--- src/rtl/iteration_scheduler_pkg.sv ---
// Shared defaults and FSM state encoding for the iteration scheduler.
package iteration_scheduler_pkg;

    localparam int          DEF_NUM_LANES = 4;
    localparam int          DEF_CNT_W     = 24;
    localparam logic [23:0] DEF_MAX_ITER  = 24'h3FF;

    typedef enum logic [2:0] {
        IDLE,
        ISSUE,
        WAIT,
        CHECK,
        DONE
    } sched_state_t;

endpackage

--- src/rtl/iteration_scheduler_iter_sat_counter.sv ---
// Completed-iteration counter: synchronous clear, increment, holds at MAX_ITER.
module iter_sat_counter
    import iteration_scheduler_pkg::*;
#(
    parameter int               CNT_W    = DEF_CNT_W,
    parameter logic [CNT_W-1:0] MAX_ITER = CNT_W'(DEF_MAX_ITER)
) (
    input  logic             aclk,
    input  logic             aresetn,
    input  logic             clr,
    input  logic             inc,
    output logic [CNT_W-1:0] count
);

    always_ff @(posedge aclk or negedge aresetn) begin
        if (!aresetn) begin
            count <= '0;
        end else if (clr) begin
            count <= '0;
        end else if (inc && (count < MAX_ITER)) begin
            count <= count + CNT_W'(1);
        end
    end

endmodule

--- src/rtl/iteration_scheduler.sv ---
// Sequences iterations over parallel lanes until every lane converges or the limit is hit.
module iteration_scheduler
    import iteration_scheduler_pkg::*;
#(
    parameter int               NUM_LANES = DEF_NUM_LANES,
    parameter int               CNT_W     = DEF_CNT_W,
    parameter logic [CNT_W-1:0] MAX_ITER  = CNT_W'(DEF_MAX_ITER)
) (
    input  logic                 aclk,
    input  logic                 aresetn,
    input  logic                 clr,
    input  logic                 start,
    input  logic [CNT_W-1:0]     iter_limit,
    input  logic [NUM_LANES-1:0] lane_done,
    input  logic [NUM_LANES-1:0] lane_conv,
    output logic [NUM_LANES-1:0] lane_go,
    output logic                 busy,
    output logic                 done,
    output logic [CNT_W-1:0]     iter_count,
    output logic                 ovf,
    output logic [NUM_LANES-1:0] conv_mask
);

    sched_state_t         state_q, state_d;
    logic [CNT_W-1:0]     limit_q;
    logic [CNT_W-1:0]     eff_limit;
    logic [NUM_LANES-1:0] active_q, seen_q, cap_q, conv_q;
    logic                 ovf_q;
    logic [NUM_LANES-1:0] hit, seen_now, new_active;
    logic [CNT_W:0]       next_count;
    logic                 limit_hit, accept, count_clr, count_inc;

    assign accept     = (state_q == IDLE) && start && !clr;
    assign eff_limit  = ((iter_limit == '0) || (iter_limit > MAX_ITER)) ? MAX_ITER : iter_limit;
    assign hit        = lane_done & active_q;
    assign seen_now   = seen_q | hit;
    assign new_active = active_q & ~cap_q;
    assign next_count = {1'b0, iter_count} + (CNT_W+1)'(1);
    assign limit_hit  = next_count >= {1'b0, limit_q};
    assign count_clr  = clr || accept;
    assign count_inc  = (state_q == CHECK) && !clr;

    iter_sat_counter #(
        .CNT_W    (CNT_W),
        .MAX_ITER (MAX_ITER)
    ) u_iter_cnt (
        .aclk    (aclk),
        .aresetn (aresetn),
        .clr     (count_clr),
        .inc     (count_inc),
        .count   (iter_count)
    );

    always_comb begin
        state_d = state_q;
        case (state_q)
            IDLE:    if (start) state_d = ISSUE;
            ISSUE:   state_d = WAIT;
            WAIT:    if (seen_now == active_q) state_d = CHECK;
            CHECK:   state_d = ((new_active == '0) || limit_hit) ? DONE : ISSUE;
            DONE:    state_d = IDLE;
            default: state_d = IDLE;
        endcase
        if (clr) state_d = IDLE;
    end

    // Lanes that report converged in an iteration drop out of all later launches.
    always_ff @(posedge aclk or negedge aresetn) begin
        if (!aresetn) begin
            state_q  <= IDLE;
            limit_q  <= '0;
            active_q <= '0;
            seen_q   <= '0;
            cap_q    <= '0;
            conv_q   <= '0;
            ovf_q    <= 1'b0;
        end else begin
            state_q <= state_d;
            if (clr) begin
                active_q <= '0;
                seen_q   <= '0;
                cap_q    <= '0;
                conv_q   <= '0;
                ovf_q    <= 1'b0;
            end else begin
                case (state_q)
                    IDLE: if (start) begin
                        limit_q  <= eff_limit;
                        active_q <= '1;
                        conv_q   <= '0;
                        ovf_q    <= 1'b0;
                    end
                    ISSUE: begin
                        seen_q <= '0;
                        cap_q  <= '0;
                    end
                    WAIT: begin
                        seen_q <= seen_now;
                        cap_q  <= (cap_q & ~hit) | (lane_conv & hit);
                    end
                    CHECK: begin
                        conv_q   <= conv_q | cap_q;
                        active_q <= new_active;
                        ovf_q    <= (new_active != '0) && limit_hit;
                    end
                    default: ;
                endcase
            end
        end
    end

    assign lane_go   = ((state_q == ISSUE) && !clr) ? active_q : '0;
    assign busy      = (state_q != IDLE);
    assign done      = (state_q == DONE) && !clr;
    assign ovf       = ovf_q;
    assign conv_mask = conv_q;

endmodule
--- config.mk ---
export PLATFORM = sky130hd
export DESIGN_NAME = iteration_scheduler
export DESIGN_NICKNAME = d
export VERILOG_FILES = /design/src/rtl/iteration_scheduler_pkg.sv /design/src/rtl/iteration_scheduler_iter_sat_counter.sv /design/src/rtl/iteration_scheduler.sv
export SDC_FILE = /design/constraint.sdc
export NUM_CORES = 1
export LEC_CHECK = 0
export ABC_AREA = 1
export ABC_CLOCK_PERIOD_IN_PS = 5100
export CORE_MARGIN = 4
export CORE_UTILIZATION = 58
export CTS_CLUSTER_DIAMETER = 200
export DETAILED_ROUTE_END_ITERATION = 10
export GPL_TIMING_DRIVEN = 0
export HOLD_SLACK_MARGIN = 0.02
export PLACE_DENSITY = 0.95
export SKIP_CTS_REPAIR_TIMING = 1
export SLEW_MARGIN = 20
export SYNTH_ARGS = -nofsm -noshare
export SYNTH_HDL_FRONTEND = slang
export SYNTH_SLANG_ARGS = --single-unit
--- constraint.sdc ---
create_clock -name aclk -period 5.1 [get_ports aclk]
set_clock_uncertainty 0.05 [all_clocks]
set_input_delay 1.02 -clock aclk [delete_from_list [all_inputs] [get_ports aclk]]
set_output_delay 1.02 -clock aclk [all_outputs]
set_load 0.05 [all_outputs]
# After elaboration in Yosys (flattened, before gate mapping)
# Cells that the tools add are included.
# totals
ff_bits,68
latch_bits,0
mem_bits_rw,0
romBits,0
output_inout_bits,35
elab_cells,74
mem_count,0
# op_classes
n_addsub,2
multipliers,0
div,0
magnitude_cmp,3
n_eq_ne,7
shift,0
n_mux,22
bitwise,10
reduce_logical,22
# op_table
op,count
$mux 24,3
$pmux 4 s2,4
$mux 4,7
$add 24x1->25 const B,1
$ge 25x24->1,1
$add 24x1->24 const B,1
$gt 24x10->1 const B,1
$logic_not 24->1,1
$lt 24x10->1 const B,1
$and 4x4->4,4
$mux 3,4
$or 4x4->4,3
$pmux 3 s4,1
$reduce_bool 3->1,3
$not 4->4,2
$logic_and 1x1->1,7
$eq 3x2->1 const B,2
$ne 3x3->1 const B,2
$eq 4x4->1,1
$logic_not 4->1,1
$reduce_and 2->1,2
$reduce_bool 4->1,1
$eq 3x1->1 const B,1
$eq 3x3->1 const B,1
other kinds (8),11

# Longest topological paths before layout
# logic_depth
ltp_word,7
mapped_depth,21

# By module
# Synthesis repeated with hierarchy kept, for this count alone.
# unflattened
cells_unflattened,571
area_unflattened_um2,4351.7
# by_module_without_submodules
module,n_inst,cells_per_inst,area_per_inst_um2,seq_area_each_um2
iteration_scheduler,1,414,3148.0,1101.1
iter_sat_counter,1,157,1203.7,600.6

# Worst setup path after synthesis
# No wires, ideal clock.
# synth_path
path_type,input port to output port
start,input port clr
end,output port done
t_arrival_ns,2.323
required_ns,4.030
slack_ns,1.707
cell_stages,2
path_buffers,1
path_cell_list,clkbuf_1 nor3_1
# synth_via
elab_chain_len,2
# synth_lines
element,line,text
from (decl),iteration_scheduler.sv:11,"input logic clr,"
$logic_not 1->1,iteration_scheduler.sv:114,assign done = (state_q == DONE) && !clr;
$logic_and 1x1->1,iteration_scheduler.sv:114,
to (decl),iteration_scheduler.sv:18,"output logic done,"
# Every way passes these cells.

# Worst setup path in the final report
# Same ends and word-level chain as after synthesis.

==> metrics.yaml <==
fp.coreArea_um2: 6790
crit_arrival_ps: 2950
max_freq_ghz: 0.249
drt_iter0_markers: 223
worst-endpoint-required_ps: 4030
cts_buffers: 9
grt_pass1_wl_mm: 16.7
place_ws_ps: 1120
die_area_um2: 8420
min_period_over_period_pct: 78.7
path_class: "in -> out"
max-clock-path-buffers: 2
synth_area_leader_cell: "dfrtp_1"
syn_nets: 565
final_nets: 647
num_vias: 3731
core.rowCount: 30
whs_endpoint: "limit_q[16]"
die_h_um: 91.8
fin_setup_tns_ps: 0
clock_latency_ps: 350
endpoint_kind: "output pin"
irDropWorstVdd_mv: 0.160
grt_setup_unrepaired: "no"
synthesis.area_um2: 4070
setup_viol: 0
vias_per_cell: 5.43
portBuffers: 70
clock_sinks: 68
maxCapViolCount: 0
root_buffer: "clkbuf_8"
synth_top_cell_area_share_pct: 41.8
routed_wl_mm: 9.96
gp_congestion: 0.906
fin_area_um2: 5120
critPathLaunchType: "primary input"
synth_cells: 504
hold_path.startpoint: "limit_q[16]"
antenna_found_initial: 0
drc_errors: 0
grt_overflow_total: 0
synth-seq-area-share_pct: 41.8
slew_headroom_pct: 58.5
outcome: "complete, no violations"
synth-main-ff-cell: "dfrtp_1"
grt_usage_pct: 24.5
power.leakage_nw: 2.54
path_clk_slew_ps: 80
grt_max_degree: 53
hold_class: "reg -> reg"
die_w_um: 91.8
reg2reg_to: "state_q[2]"
start_util_pct: 59.9
ys_types: 37
synthTopCellsByCount: "95 x inv_1, 84 x nand2_1, 75 x nor2_1"
min_path_cells: 2
dr.pass1.iters: 5
num_io_pins: 71
ant_nets: 0
ff2ff_path_depth: 19
worst_slew_pin_slew_ps: 621
finalHoldViolCount: 0
r2r_slack_ps: 2180
fin_ws_ps: 1080
synth.area.top_cells: "dfrtp_1 42%, inv_1 8.8%, nand2_1 7.7%"
async_flop_share_pct: 100
cp-startpoint: "clr"
r2r-start: "u_iter_cnt.count[0]"
tritoncts: "done"
avgSynthCellArea_um2: 8.07
grt_pass1_vias: 3795
cts_max_level: 3
cp_max_fo: 10
hpwl_mm: 7.62
whs_ps: 455
synth_edf_count: 0
power_mw: 1.23
drv_slew: 0
wl_per_cell_um: 14.5
post-route-min-period_ps: 4020
antennaDiodeCount: 0
drive_above_1_share_pct: 9.81
synth.most_common_cell: "inv_1"
area_growth_pct: 25.7
yosysWarnings: 0
p_per_area_nw_per_um2: 240
dpl-instance-area_um2: 4910
synth_seq_cells: 68
[cell families after synthesis]
logic type      Yosys count  synth area share [%]
fa+ha+maj                25                  7.69
compound gates           56                  9.13
xor+xnor                 20                  4.31
flops                    68                  41.8
buf+inv                 103                  10.0
simple gates            232                  27.0
[critical path, cell delays in order]
cell and delay, ps:
clkdlybuf4s50_1 520, clkbuf_1 290, nor3_1 270, clkdlybuf4s50_1 840
[final cells by class]
| cell class | count | area (um^2) |
|---|---|---|
| plain buffers | 6 | 43.8 |
| inverters | 97 | 364 |
| fillers | 486 | 1680 |
| multi-input cells | 333 | 1960 |
| well taps | 96 | 120 |
| flip-flops and latches | 68 | 1700 |
| repair buffers | 71 | 726 |
| clock buffers | 10 | 138 |
| clock inverters | 6 | 63.8 |
[worst max-delay path by stage]
| stage | end | slack [ps] |
|---|---|---|
| 3_3_place_gp | seen_q[1] | 790 |
| 3_5_place_dp | done | 1120 |
| 2_1_floorplan | done | 1710 |
| 5_1_grt | done | 1010 |
| 6_report | done | 1080 |
| 4_1_cts | done | 1100 |
[state kept, by name, indices dropped and copies added (netlist names)]
name              cells
conv_mask             4
cap_q                 4
u_iter_cnt.count     24
active_q              4
state_q               3
ovf                   1
seen_q                4
limit_q              24
[per-stage QoR]
| stage | utilization (%) | cells |
|---|---|---|
| 3_5_place_dp | 72.3 | 671 |
| 4_1_cts | 75.3 | 687 |
| 2_1_floorplan | - | 504 |
| 6_report | 75.3 | 687 |
| 3_3_place_gp | 72.0 | 670 |
| 5_1_grt | 75.3 | 687 |
[placed cells by master, fill, tap and decap left out, types with 7 or more instances in the layout]
master	instances
inv_1	95
nand2_1	84
nor2_1	75
clkdlybuf4s50_1	69
dfrtp_1	68
ha_1	25
xor2_1	20
a21oi_1	17
nor3_1	15
nand3_1	15
o21ai_0	15
clkbuf_8	10
nand4_1	8
nor2_2	7
[layer usage]
metal / up-vias / part of all wire [%] / GRT usage [%]
met1: 1768 / 41 / 29.4
met3: 30 / 5.9 / 4.27
met5: - / 0 / 0
met2: 164 / 50 / 42.5
met4: 0 / 2.7 / 11.5
li1: 1769 / - / -
[where the power goes]
part	switching, mW	leakage (nW)	internal, mW	total (mW)
sequential	0.0164	0.888	0.550	0.567
combinational	0.129	1.55	0.0784	0.207
clock	0.216	0.0983	0.238	0.454
No activity file was read; power rests on OpenSTA's default activity.
